[src/rtl/lsu_pkg.sv]
// Shared encodings and constants for the load/store unit and its alignment helper.
package lsu_pkg;

  localparam logic [2:0] SZ_B  = 3'b000;
  localparam logic [2:0] SZ_H  = 3'b001;
  localparam logic [2:0] SZ_W  = 3'b010;
  localparam logic [2:0] SZ_BU = 3'b100;
  localparam logic [2:0] SZ_HU = 3'b101;

  localparam int unsigned LSU_TIMEOUT = 16;

  typedef enum logic [1:0] {
    S_IDLE,
    S_REQ,
    S_RSP,
    S_DONE
  } lsu_state_e;

endpackage

[src/rtl/lsu_align.sv]
// Combinational lane logic: byte-enable generation, legality check for new requests,
// and extraction/extension of load data from the returned memory word.
module lsu_align
  import lsu_pkg::*;
(
  input  logic [2:0]  req_size_i,
  input  logic [1:0]  req_off_i,
  input  logic        req_we_i,
  output logic [3:0]  bytes_o,
  output logic        illegal_o,
  input  logic [2:0]  ld_size_i,
  input  logic [1:0]  ld_off_i,
  input  logic [31:0] rd_i,
  output logic [31:0] ld_data_o
);

  logic [31:0] shifted;

  always_comb begin
    bytes_o   = '0;
    illegal_o = 1'b0;
    case (req_size_i)
      SZ_B:  bytes_o = 4'b0001 << req_off_i;
      SZ_BU: begin
        bytes_o   = 4'b0001 << req_off_i;
        illegal_o = req_we_i;
      end
      SZ_H:  begin
        bytes_o   = 4'b0011 << req_off_i;
        illegal_o = req_off_i[0];
      end
      SZ_HU: begin
        bytes_o   = 4'b0011 << req_off_i;
        illegal_o = req_off_i[0] | req_we_i;
      end
      SZ_W:  begin
        bytes_o   = '1;
        illegal_o = (req_off_i != 2'b00);
      end
      default: illegal_o = 1'b1;
    endcase
  end

  always_comb begin
    shifted = rd_i >> {ld_off_i, 3'b000};
    case (ld_size_i)
      SZ_B:    ld_data_o = {{24{shifted[7]}}, shifted[7:0]};
      SZ_BU:   ld_data_o = {24'h0, shifted[7:0]};
      SZ_H:    ld_data_o = {{16{shifted[15]}}, shifted[15:0]};
      SZ_HU:   ld_data_o = {16'h0, shifted[15:0]};
      SZ_W:    ld_data_o = shifted;
      default: ld_data_o = '0;
    endcase
  end

endmodule

[src/rtl/load_store_unit.sv]
// Load/store unit: sequences one core access onto a GNT/VALID memory port,
// with request latching, response capture and a wait-cycle timeout.
module load_store_unit
  import lsu_pkg::*;
#(
  parameter int unsigned TIMEOUT = LSU_TIMEOUT
) (
  input  logic        CLK,
  input  logic        RESETn,
  input  logic        LSU_REQ,
  input  logic        LSU_WE,
  input  logic [2:0]  LSU_SIZE,
  input  logic [31:0] LSU_ADDR,
  input  logic [31:0] LSU_WD,
  output logic [31:0] LSU_RD,
  output logic        LSU_STALL,
  output logic        LSU_ERR,
  output logic        REQ,
  input  logic        GNT,
  input  logic        ERR,
  input  logic        VALID,
  output logic        WE,
  output logic [3:0]  Bytes,
  output logic [31:0] AD,
  output logic [31:0] WD,
  input  logic [31:0] RD
);

  localparam int unsigned CNT_W = ($clog2(TIMEOUT) > 0) ? $clog2(TIMEOUT) : 1;
  localparam logic [CNT_W-1:0] CNT_LAST = CNT_W'(TIMEOUT - 1);

  lsu_state_e  state_q, state_d;
  logic        we_q, we_d;
  logic [3:0]  bytes_q, bytes_d;
  logic [31:0] ad_q, ad_d;
  logic [31:0] wd_q, wd_d;
  logic [2:0]  size_q, size_d;
  logic [31:0] rd_q, rd_d;
  logic        err_q, err_d;
  logic [CNT_W-1:0] cnt_q, cnt_d;

  logic [3:0]  bytes_new;
  logic        illegal;
  logic [31:0] ld_data;

  lsu_align u_align (
    .req_size_i (LSU_SIZE),
    .req_off_i  (LSU_ADDR[1:0]),
    .req_we_i   (LSU_WE),
    .bytes_o    (bytes_new),
    .illegal_o  (illegal),
    .ld_size_i  (size_q),
    .ld_off_i   (ad_q[1:0]),
    .rd_i       (RD),
    .ld_data_o  (ld_data)
  );

  always_ff @(posedge CLK or negedge RESETn) begin
    if (!RESETn) state_q <= S_IDLE;
    else         state_q <= state_d;
  end

  always_ff @(posedge CLK or negedge RESETn) begin
    if (!RESETn) begin
      we_q    <= 1'b0;
      bytes_q <= '0;
      ad_q    <= '0;
      wd_q    <= '0;
      size_q  <= '0;
      rd_q    <= '0;
      err_q   <= 1'b0;
      cnt_q   <= '0;
    end else begin
      we_q    <= we_d;
      bytes_q <= bytes_d;
      ad_q    <= ad_d;
      wd_q    <= wd_d;
      size_q  <= size_d;
      rd_q    <= rd_d;
      err_q   <= err_d;
      cnt_q   <= cnt_d;
    end
  end

  // REQ and RSP share one arm: ERR beats completion, which beats timeout.
  always_comb begin
    state_d = state_q;
    we_d    = we_q;
    bytes_d = bytes_q;
    ad_d    = ad_q;
    wd_d    = wd_q;
    size_d  = size_q;
    rd_d    = rd_q;
    err_d   = err_q;
    cnt_d   = cnt_q;
    case (state_q)
      S_IDLE: begin
        if (LSU_REQ) begin
          if (illegal) begin
            state_d = S_DONE;
            err_d   = 1'b1;
            rd_d    = '0;
          end else begin
            state_d = S_REQ;
            we_d    = LSU_WE;
            bytes_d = bytes_new;
            ad_d    = LSU_ADDR;
            wd_d    = LSU_WD;
            size_d  = LSU_SIZE;
            err_d   = 1'b0;
            cnt_d   = '0;
          end
        end
      end
      S_REQ, S_RSP: begin
        cnt_d = cnt_q + 1'b1;
        if (ERR) begin
          state_d = S_DONE;
          err_d   = 1'b1;
          rd_d    = '0;
        end else if (VALID && (state_q == S_RSP || GNT)) begin
          state_d = S_DONE;
          err_d   = 1'b0;
          rd_d    = we_q ? '0 : ld_data;
        end else if (cnt_q == CNT_LAST) begin
          state_d = S_DONE;
          err_d   = 1'b1;
          rd_d    = '0;
        end else if (GNT && state_q == S_REQ) begin
          state_d = S_RSP;
        end
      end
      S_DONE: begin
        state_d = S_IDLE;
        rd_d    = '0;
        err_d   = 1'b0;
      end
      default: state_d = S_IDLE;
    endcase
  end

  always_comb begin
    REQ       = (state_q == S_REQ);
    LSU_STALL = LSU_REQ && (state_q != S_DONE);
    LSU_ERR   = (state_q == S_DONE) && err_q;
    LSU_RD    = rd_q;
    WE        = we_q;
    Bytes     = bytes_q;
    AD        = ad_q;
    WD        = wd_q;
  end

endmodule
[config.mk]
export PLATFORM = sky130hd
export DESIGN_NAME = load_store_unit
export DESIGN_NICKNAME = d
export VERILOG_FILES = /design/src/rtl/lsu_pkg.sv /design/src/rtl/lsu_align.sv /design/src/rtl/load_store_unit.sv
export SDC_FILE = /design/constraint.sdc
export NUM_CORES = 1
export LEC_CHECK = 0
export ABC_AREA = 1
export CORE_UTILIZATION = 49
export CTS_CLUSTER_DIAMETER = 150
export DETAILED_ROUTE_END_ITERATION = 8
export HOLD_SLACK_MARGIN = 0.12
export PLACE_DENSITY_LB_ADDON = 0.08
export SETUP_SLACK_MARGIN = 0.15
export SLEW_MARGIN = 0
export SYNTH_ARGS = -nofsm -noshare
export SYNTH_HDL_FRONTEND = slang
export SYNTH_HIERARCHICAL = 1
export SYNTH_SLANG_ARGS = --single-unit
[constraint.sdc]
create_clock -name CLK -period 3.8 [get_ports CLK]
set_clock_uncertainty 0.05 [all_clocks]
set_input_delay 0.38 -clock CLK [delete_from_list [all_inputs] [get_ports CLK]]
set_output_delay 0.38 -clock CLK [all_outputs]
set_load 0.005 [all_outputs]
**After elaboration in Yosys (flattened, before gate mapping)**

Cells that the tools add are included.

- Logic and storage cells: 77
- Latch bits: 0
- Bits in registers: 111
- Memories kept: 0
- Output and inout bits: 104
- Input port bits: 106
- Memory bits (read-only): 0
- Memory bits (writable): 0

- Shift operators: 3
- Bitwise logic cells: 2
- Multiply operators: 0
- Reductions and logical operators: 18
- Divide/modulo/power cells: 0
- Add/subtract/negate cells: 1
- Order comparisons: 0
- Equality and inequality tests: 18
- Mux-type cells: 26

Operators by type and width:

| cell | count |
|---|---|
| 32-bit two-way mux | 6 |
| 32-bit one-hot mux with 5 select lines | 1 |
| 32-bit one-hot mux with 3 select lines | 1 |
| 32-bit by 5-bit right shift with 32-bit output | 1 |
| 3-bit equality test (second input constant) | 4 |
| 2-bit two-way mux | 6 |
| 4-bit one-hot mux with 3 select lines | 1 |
| 3-bit AND reduction | 3 |
| 4-bit two-way mux | 2 |
| 2-bit != test (second input constant) | 4 |
| 4-bit one-hot mux with 2 select lines | 1 |
| 3-bit by 1-bit equality test with 1-bit output (second input constant) | 2 |
| 3-bit by 2-bit equality test with 1-bit output (second input constant) | 2 |
| 3-bit zero test | 2 |
| 2-bit one-hot mux with 3 select lines | 1 |
| 2-bit OR reduction | 3 |
| 1-bit two-way mux | 5 |
| 5-bit != test (second input constant) | 1 |
| 1-bit one-hot mux with 5 select lines | 1 |
| 4-bit by 1-bit adder with 4-bit output (second input constant) | 1 |
| 2-bit equality test (second input constant) | 2 |
| 4-bit equality test (second input constant) | 1 |
| 1-bit logical AND | 4 |
| 4-bit != test (second input constant) | 1 |
| other kinds (10) | 12 |

**Logic depth before layout (Yosys ltp)**

Gate-level depths: netlist of the first run.

- Word-level depth: 7
- Mapped depth: 11
- Gate-level depth less buffers: 10

**Cells and area by module**

The synthesis of the first run kept the hierarchy.

Modules (own cells, without submodules):

| module | sequential area each (sq um) | times used | area each (sq um) | cells an instance |
|---|---|---|---|---|
| load_store_unit | 2777.7 | 1 | 4750.8 | 586 |
| lsu_align | 0.0 | 1 | 989.7 | 213 |

**Worst setup path after synthesis of the first run**

Ideal clock, no wire load.

- Path type: register -> register
- Start: register state_q[0]
- End: register rd_q[10], in the netlist LSU_RD[10]
- Data required time: 3.632 ns
- Stages on the path, launching flop included: 11
- Slack: 2.241 ns
- Library setup time: 0.118 ns
- Period minus slack after synthesis: 1.559 ns
- Buffers on the path: 1
- Arrival time: 1.391 ns
- Path through: dfrtp_1 > inv_1 > ha_1 > inv_2 > nor2_2 > nand2_1 > nor2_2 > nor2_4 > buf_6 > nand3_1 > nand2_1

- Longest elaborated chain between the ends: 6
- Elaborated cells between the ends (all ways): 14
- Those cells by class: eq/ne (6); mux (3); reduce/logical (5)

Ends and longest elaborated chain:

| what | line | RTL |
|---|---|---|
| start, declared | load_store_unit.sv:32 | `lsu_state_e state_q, state_d;` |
| start signal, assigned | load_store_unit.sv:60 | `else state_q <= state_d;` |
| 2-bit equality test | load_store_unit.sv:96, load_store_unit.sv:121 |  |
| 1-bit logical OR | load_store_unit.sv:121 | `end else if (VALID && (state_q == S_RSP \|\| GNT)) begin` |
| 1-bit logical AND | load_store_unit.sv:121 |  |
| 32-bit two-way mux | load_store_unit.sv:121 |  |
| 32-bit two-way mux | load_store_unit.sv:117 | `if (ERR) begin` |
| 32-bit one-hot mux with 3 select lines | load_store_unit.sv:96 | `case (state_q)` |
| end signal, assigned | load_store_unit.sv:79 | `rd_q <= rd_d;` |
| end, declared | load_store_unit.sv:38 | `logic [31:0] rd_q, rd_d;` |

Parallel ways exist; a longest one is shown, timed or not.
A chain may end at the register's enable or synchronous reset.

**Worst setup path in the final report of the first run**

- Start: input LSU_SIZE[0]
- End: register wd_q[3], in the netlist WD[3]

- Longest elaborated chain between the ends: 4
- Elaborated cells between the ends (all ways): 8
- Those cells by class: eq/ne (4); mux (1); bitwise (1); reduce/logical (2)

Ends and longest elaborated chain:

| what | line | RTL |
|---|---|---|
| start, declared | load_store_unit.sv:12 | `input logic [2:0] LSU_SIZE,` |
| 3-bit by 2-bit equality test with 1-bit output, or another cell as far along | lsu_align.sv:22 | `case (req_size_i)` |
| 1-bit one-hot mux with 5 select lines (*) | lsu_align.sv:22 |  |
| named net illegal | load_store_unit.sv:43 | `logic illegal;` |
| 1-bit inverter (no line) (*) | -- |  |
| 3-bit AND reduction (no line) (*) | -- |  |
| end signal, assigned | load_store_unit.sv:77 | `wd_q <= wd_d;` |
| end, declared | load_store_unit.sv:36 | `logic [31:0] wd_q, wd_d;` |

The timed path passes the listed nets; every way through them passes the cells marked *.

==> results of run 1 <==
==> worst paths after layout <==
check,slack [ns],start,depth (start not counted),to
worst max-delay path,1.45,LSU_SIZE[0],11,WD[3]
worst min-delay path,0.43,LSU_RD[17],2,LSU_RD[17]
worst max register to register,1.48,AD[0],10,LSU_RD[29]
worst min register to register,0.43,LSU_RD[17],2,LSU_RD[17]
max in group asynchronous,2.24,RESETn,3,LSU_RD[21]
min in group asynchronous,0.55,RESETn,2,LSU_RD[14]
==> layout make-up <==
| cell class | instances | area, um^2 |
|---|---|---|
| tap | 143 | 179 |
| clock inverter | 4 | 30.0 |
| clock buffer | 10 | 239 |
| inverter | 57 | 216 |
| fill | 993 | 3330 |
| timing repair buffer | 218 | 2160 |
| sequential | 111 | 2780 |
| multi-input combinational | 591 | 2490 |
==> per-stage QoR <==
stage               power (mW)  instance area (um^2)  std cells  hold WS [ns]
floorplan                 3.37                  5740        799        0.0344
detailed placement        4.53                  7810       1119         0.415
finish                    5.42                  8090       1134         0.428
global placement          4.49                  7810       1119         0.412
CTS                       5.45                  8090       1134         0.434
global route              5.87                  8090       1134         0.449
==> metal layers <==
layer | GRT usage | share of wire | vias up
li1 | - | - | 2823
met1 | 0.347 | 0.43 | 2598
met2 | 0.431 | 0.48 | 175
met3 | 0.0635 | 0.064 | 24
met4 | 0.0921 | 0.019 | 0
met5 | 0 | 0 | -
==> worst register-to-register path, stage by stage (launching register included) <==
cell and delay (ns):
dfrtp_1 0.67, buf_4 0.37, inv_4 0.16, nand2_1 0.10, nand3_2 0.10, nand3_4 0.28, nand3_1 0.17, inv_1 0.08
nor2_1 0.04, nand3_1 0.13, nand2_1 0.06
==> power groups by stage <==
stage	Clock, mW	Combinational [mW]	Sequential (mW)
floorplan	0	1.49	1.88
global placement	0	2.60	1.89
detailed placement	0	2.64	1.89
CTS	0.909	2.65	1.89
global route	0.955	2.98	1.94
finish	0.899	2.64	1.89
==> cell usage in the layout (no fill, tap or decap) <==
cell type,instances
nor3_1,1
a21oi_1,10
inv_1,54
nor2_2,4
nand2_2,3
clkbuf_8,1
clkinv_2,2
o21ai_0,13
nand3_2,7
nor2_1,51
clkbuf_16,9
dlygate4sd3_1,1
inv_4,1
buf_4,9
inv_8,1
ha_1,5
dfrtp_1,111
o211ai_1,1
or2_1,1
o21ai_2,1
clkdlybuf4s50_1,208
nand2_1,413
nand3_1,78
nand3_4,1
inv_6,1
inv_2,2
nor2_4,2
==> state kept, by name (all words and copies together), names as in the netlist <==
| signal | flops |
|---|---|
| err_q | 1 |
| WE | 1 |
| cnt_q | 4 |
| state_q | 2 |
| WD | 32 |
| size_q | 3 |
| LSU_RD | 32 |
| Bytes | 4 |
| AD | 32 |
==> cells by family after synthesis <==
group | count (synthesis) | synth area share
and+or+nand+nor | 561 | 0.399
DFF | 111 | 0.484
buffers and inverters | 97 | 0.0830
AOI/OAI and AO/OA | 25 | 0.0229
adders and majority gates | 5 | 0.0109
==> repair_timing <==
action / CTS / global route
hold buffers: 1 / 0
resized for setup: 0 / 0
hold endpoints to repair: 51 / 0
==> results.toml, run 1 <==
[status]
outcome = "completed"

[place]
io_buffers = 209
gp_congestion = 0.860
place_ws_ns = 1.10
hpwl_um = 11000

[sta]
timing.final.ws_setup_ns = 1.45
drv_slew = 0
slew_headroom = 0.325
rsz0062_at_grt = "no"
worst_slew_pin_slew_ns = 1.01
setup_tns_ns = 0
fmax_ghz = 0.426
min_period_over_period = 0.617
finalSetupViolations = 0
min_period_ns = 2.35
hold_violations = 0

[critical_path]
path_buf_inv = 5
worstPathArrival_ns = 2.58
setup.worst_path.class = "in2reg"
cp-end-kind = "flip-flop"
crit_fanout = 40
start_kind = "input pin"
max_stage_delay_ns = 0.49
critPathTopFamily = "buffers and inverters"
cp_slowest_cell = "inv_2"
cp_common_cell = "nand2_1"
crit_chain = "clkdlybuf4s50_1 -> nor2_1 -> nand2_1 -> o21ai_0 -> inv_1 -> inv_1 -> nand3_2 -> inv_2 -> buf_4 -> nand2_1 -> nand2_1"
crit_required_ns = 4.04

[pwr]
power.density_mw_per_mm2 = 670
leakagePower_nw = 4.22
power_frac_comb = 0.486
ir_worst_vdd_v = 0.000419
p_int_mw = 3.32
clkPwrFrac = 0.166
p_switching_mw = 2.10
switching_share = 0.388
seqPwrFrac = 0.348

[clock_network]
clockBufferDepth = 2
clk_pin_slew_ns = 0.07
cts.sinks = 111
htreeDepth = 3
cts_buffers = 9
cts_tree = "done"
post_cts_buffers = 0
clockRootBuffer = "clkbuf_16"
clock_latency_ns = 0.35

[floorplanning]
coreArea_mm2 = 0.0114
die_area_mm2 = 0.0122
die_w_um = 110
placementRows = 39
fp.dieH_um = 110
start_util = 0.503
io_pins = 210

[routing]
via_per_inst = 4.96
wire_per_inst_um = 13.6
firstDrtPassIters = 4
vias = 5620
route.detailed.drc = 0
antenna_left = 0
wl_um = 15400
drt_iter0_markers = 262

[final_layout]
final_nets = 1099
utilization = 0.709
n_antenna_cell = 0
syn2layout_area_growth_pct = 41.0
drive_gt1_frac = 0.0444

[grt]
antenna_found_initial = 0
grt_pass1_wl_um = 24800
grt_max_degree = 75
grt_use_total = 0.265
grt_pass1_vias = 5133
grt_overflow_total = 0

[logic_synthesis]
postSynthCellCount = 799
synth.distinct_cells = 23
netlist.area_leader.share = 0.484
synthTopCellsByArea = "dfrtp_1 48%, nand2_1 27%, nand3_1 6.9%, inv_1 3.5%, nor2_1 3.3%"
synth_common_cells = "413 x nand2_1, 111 x dfrtp_1, 79 x nand3_1, 54 x inv_1, 51 x nor2_1"
synth_area_mm2 = 0.00574
ys_async_sr_fraction = 1.00
synth_warnings = 6
syn_area_per_cell_um2 = 7.18
synthFlopType = "dfrtp_1"
ys_seq_elements = 111
yosys.area.top_type = "dfrtp_1"
synth-edff-count = 0
synth_fp_nets = 910
yosysMostFrequentCell = "nand2_1"
seq_area_frac_synth = 0.484

[flow_run]
drv_cap = 0

[hold_path]
min_path_type = "reg2reg"
Power figures use the tool's default switching activity.
==> inputs of run 2 (changes only) <==
--- a/config.mk
+++ b/config.mk
@@ -6,7 +6,7 @@
 export NUM_CORES = 1
 export LEC_CHECK = 0
 export ABC_AREA = 1
-export CORE_UTILIZATION = 49
+export CORE_UTILIZATION = 41
 export CTS_CLUSTER_DIAMETER = 150
 export DETAILED_ROUTE_END_ITERATION = 8
 export HOLD_SLACK_MARGIN = 0.12
==> constraint.sdc (replaced) <==
create_clock -name CLK -period 2.05 [get_ports CLK]
set_clock_uncertainty 0.05 [all_clocks]
set_input_delay 0.205 -clock CLK [delete_from_list [all_inputs] [get_ports CLK]]
set_output_delay 0.205 -clock CLK [all_outputs]
set_load 0.005 [all_outputs]
==> results.toml, run 2 (synthesized netlist as in run 1, its figures left out) <==
[pwr]
seqPwrFrac = 0.332
switching_share = 0.373
power_frac_comb = 0.490
p_switching_mw = 3.96
clkPwrFrac = 0.178
power.density_mw_per_mm2 = 1240
ir_worst_vdd_v = 0.000772
leakagePower_nw = 4.42
total_power_mw = 10.6
p_int_mw = 6.64

[clock_network]
cts_buffers = 9
clockRootBuffer = "clkbuf_16"
clockBufferDepth = 2
clock_latency_ns = 0.35
cts.sinks = 111
clk_pin_slew_ns = 0.07
htreeDepth = 3
cts_tree = "done"

[sta]
slew_headroom = 0.630
hold_violations = 0
min_period_over_period = 0.902
fmax_ghz = 0.541
drv_slew = 0
whs_ns = 0.271
rsz0062_at_grt = "yes"
finalSetupViolations = 0
worst_slew_pin_slew_ns = 0.554
min_period_ns = 1.85

[routing]
route.detailed.drc = 0
wire_per_inst_um = 13.1
drt_iter0_markers = 250
wl_um = 15700
vias = 5630
firstDrtPassIters = 5
antenna_left = 0
via_per_inst = 4.71

[floorplanning]
fp.dieH_um = 120
placementRows = 42
die_w_um = 120
start_util = 0.427
io_pins = 210
die_area_mm2 = 0.0145
coreArea_mm2 = 0.0135

[grt]
grt_pass1_vias = 5401
antenna_found_initial = 0
grt_overflow_total = 0
grt_max_degree = 46
grt_pass1_wl_um = 26100
grt_use_total = 0.228

[final_layout]
utilization = 0.633
n_antenna_cell = 0
multiInputGateArea_mm2 = 0.00250
final_nets = 1125
syn2layout_area_growth_pct = 48.4
layout_common_cells = "413 x nand2_1, 206 x clkdlybuf4s50_1, 109 x dfrtp_1"
final_common_cell = "nand2_1"
drive_gt1_frac = 0.0736
final_area_mm2 = 0.00852
fill_cells = 1275
ff_latch_area_mm2 = 0.00278

[critical_path]
crit_required_ns = 1.79
path_buf_inv = 3
crit_fanout = 3
cp-end-kind = "output pin"
worstPathArrival_ns = 1.59
cp_slowest_cell = "clkdlybuf4s50_1"
start_kind = "flip-flop"
setup.worst_path.class = "reg2out"
max_stage_delay_ns = 0.48
critPathTopFamily = "buffers and inverters"
crit_chain = "buf_4 -> ha_2 -> nand2_1 -> inv_1 -> clkdlybuf4s50_1"

[status]
outcome = "completed"

[hold_path]
min_path_type = "in2async"

[place]
hpwl_um = 11400
gp_congestion = 0.872
io_buffers = 209
place_area_mm2 = 0.00812

[flow_run]
drv_cap = 0
## run 2: repair_timing
| item | in CTS | in global routing |
|---|---|---|
| endpoints found under the setup margin | 35 | 95 |
| pin swaps | 1 | 1 |
| setup buffers | 1 | 2 |
| hold buffers | 1 | 0 |
| hold endpoints to repair | 73 | 0 |
| gates resized for setup | 2 | 6 |
| gates cloned | 1 | 0 |
## run 2: worst register-to-register path: stages, from the launching register on
cell and delay, ns:
dfrtp_1 0.36, buf_4 0.11, inv_1 0.04, ha_1 0.31, inv_2 0.07, nor2_2 0.09, nand2_1 0.07, nor2_2 0.23
nor2_4 0.08, buf_12 0.16, nand3_1 0.07, nand2_1 0.05
## run 2: area by class of cell
class,instances,share of cell area
clock buffer,9,0.0264
clock inverter,7,0.0112
inverter,57,0.0254
multi-input combinational,592,0.294
sequential,111,0.326
tap,176,0.0258
timing repair buffer,243,0.291
## run 2: power by group through the flow
stage / combinational, mW / clock, mW / sequential, mW
final: 5.20 / 1.88 / 3.52
after global routing: 5.84 / 2.02 / 3.63
after CTS: 5.14 / 1.93 / 3.53
after detailed placement: 5.08 / 0 / 3.52
after global placement: 5.05 / 0 / 3.53
after floorplan: 2.75 / 0 / 3.49
## run 2: final timing paths
path                         startpoint         end  slack [ns]  cells after the start
max in group asynchronous        RESETn       AD[1]        1.10                      3
max reg2reg                  state_q[0]   LSU_RD[1]        0.27                     11
max                          state_q[0]     LSU_ERR        0.20                      5
min                              RESETn  LSU_RD[19]        0.27                      2
min in group CLK           LSU_ADDR[31]      AD[31]        0.33                      3
min reg2reg                      AD[13]      AD[13]        0.43                      2
## run 2: layer usage
metal	global-route usage	share of wire	vias to the layer above	wire length, um
li1	-	-	2872	-
met1	0.299	0.45	2568	7040
met5	0	0	-	0
met3	0.0646	0.068	23	1070
met4	0.0741	0.019	0	290
met2	0.363	0.46	167	7260
## run 2: through the flow
stage	std cells	TNS [ns]	setup slack [ns]
after floorplan	799	0	0.491
after global placement	1174	-0.370	-0.0356
after detailed placement	1174	-6.82	-0.125
after CTS	1193	0	0.154
after global routing	1195	0	0.118
final	1195	0	0.202
==> inputs of run 3 (changes only) <==
--- a/config.mk
+++ b/config.mk
@@ -6,7 +6,8 @@
 export NUM_CORES = 1
 export LEC_CHECK = 0
 export ABC_AREA = 1
-export CORE_UTILIZATION = 41
+export CORE_UTILIZATION = 42
+export CTS_BUF_LIST = sky130_fd_sc_hd__clkbuf_8
 export CTS_CLUSTER_DIAMETER = 150
 export DETAILED_ROUTE_END_ITERATION = 8
 export HOLD_SLACK_MARGIN = 0.12
==> results.toml, run 3 (synthesized netlist as in run 1, its figures left out) <==
[critical_path]
path_buf_inv = 2
crit_required_ns = 1.79
cp_slowest_cell = "clkdlybuf4s50_1"
start_kind = "flip-flop"
crit_fanout = 15
cp-end-kind = "output pin"
worstPathArrival_ns = 1.61
crit_chain = "buf_4 -> clkdlybuf4s50_1"
critPathTopFamily = "buffers and inverters"
setup.worst_path.class = "reg2out"
max_stage_delay_ns = 0.56
reg2reg_slack_ns = 0.30

[final_layout]
layout_common_cells = "413 x nand2_1, 205 x clkdlybuf4s50_1, 110 x dfrtp_1"
syn2layout_area_growth_pct = 43.9
final_area_mm2 = 0.00826
stdcell_count = 1177
drive_gt1_frac = 0.0579
n_antenna_cell = 0
final_nets = 1109
utilization = 0.621
final_common_cell = "nand2_1"

[grt]
grt_use_total = 0.229
antenna_found_initial = 0
grt_max_degree = 45
grt_overflow_total = 0
grt_pass1_vias = 5193
grt_pass1_wl_um = 25800

[flow_run]
drv_cap = 0

[pwr]
leakagePower_nw = 4.30
total_power_mw = 9.92
power.density_mw_per_mm2 = 1200
ir_worst_vdd_v = 0.000688

[routing]
wire_per_inst_um = 13.1
antenna_left = 0
via_per_inst = 4.68
drt_iter0_markers = 319
vias = 5514
route.detailed.drc = 0
firstDrtPassIters = 4
wl_um = 15500

[floorplanning]
coreArea_mm2 = 0.0133
start_util = 0.432
fp.dieH_um = 119
placementRows = 42
die_w_um = 119
die_area_mm2 = 0.0141
io_pins = 210

[place]
dp.cells = 1161
io_buffers = 209
hpwl_um = 11200
place_area_mm2 = 0.00802
gp_congestion = 0.942
place_ws_ns = -0.0568

[clock_network]
clk_pin_slew_ns = 0.11
cts_tree = "done"
clockRootBuffer = "clkbuf_8"
cts.sinks = 111
clock_latency_ns = 0.39
htreeDepth = 3
cts_buffers = 9
clockBufferDepth = 2

[sta]
finalSetupViolations = 0
min_period_over_period = 0.909
fmax_ghz = 0.537
min_period_ns = 1.86
worst_slew_pin_slew_ns = 0.587
drv_slew = 0
slew_headroom = 0.607
timing.final.ws_setup_ns = 0.188
setup_tns_ns = 0
hold_violations = 0
rsz0062_at_grt = "yes"
whs_ns = 0.283

[hold_path]
min_path_type = "in2reg"

[status]
outcome = "completed"
## run 3: cell count changes in the layout (fill, tap and decap cells not counted), sizes merged
cell / delta
nor2: -1
bufinv: -1
inv: -1
dlymetal6s2s: +2
dlygate4sd2: -1
clkdlybuf4s50: -1
buf: -15
clkinv: -1
clkbuf: +1
## run 3: where the power goes
part	internal, mW	leakage (nW)	switching [mW]	total [mW]
Combinational	2.52	2.76	2.60	5.13
Sequential	2.97	1.45	0.495	3.46
Clock	0.592	0.0948	0.739	1.33
Total	6.08	4.30	3.84	9.92
## run 3: layout make-up
type	count	area, um^2
Sequential cell	111	2780
Clock buffer	10	138
Fill cell	1210	5040
Clock inverter	4	55.1
Timing Repair Buffer	228	2340
Tap cell	176	220
Inverter	57	216
Multi-Input combinational cell	591	2510
## run 3: worst reg2reg max path, cell delays in order (launching register included)
cell	delay (ns)
dfrtp_1	0.42
inv_1	0.11
ha_4	0.31
inv_2	0.07
nor2_2	0.11
nand2_1	0.08
nor2_2	0.13
nor2_4	0.05
buf_12	0.16
nand3_1	0.11
nand2_1	0.06
## run 3: path summary, 6_finish.rpt
check | end | cells after the start | from
setup / recovery | AD[0] | 2 | AD[0]
hold / removal | WD[18] | 3 | LSU_WD[18]
setup reg to reg | LSU_RD[3] | 10 | state_q[0]
hold reg to reg | LSU_RD[17] | 2 | LSU_RD[17]
max in group asynchronous | AD[0] | 3 | RESETn
min in group asynchronous | Bytes[2] | 2 | RESETn
## run 3: repair_timing
action,in CTS,in global routing
endpoints found under the hold margin,34,0
buffers inserted,1,0
pin swaps,0,1
setup endpoints to repair,3,37
hold buffers,1,0
resized for setup,2,6
gates cloned,0,0
## run 3: metal layers
| metal | vias up | global-route usage | part of all wire |
|---|---|---|---|
| met5 | - | 0 | 0 |
| met4 | 0 | 0.0815 | 0.017 |
| met3 | 16 | 0.0536 | 0.066 |
| met2 | 162 | 0.350 | 0.45 |
| met1 | 2502 | 0.319 | 0.46 |
| li1 | 2834 | - | - |
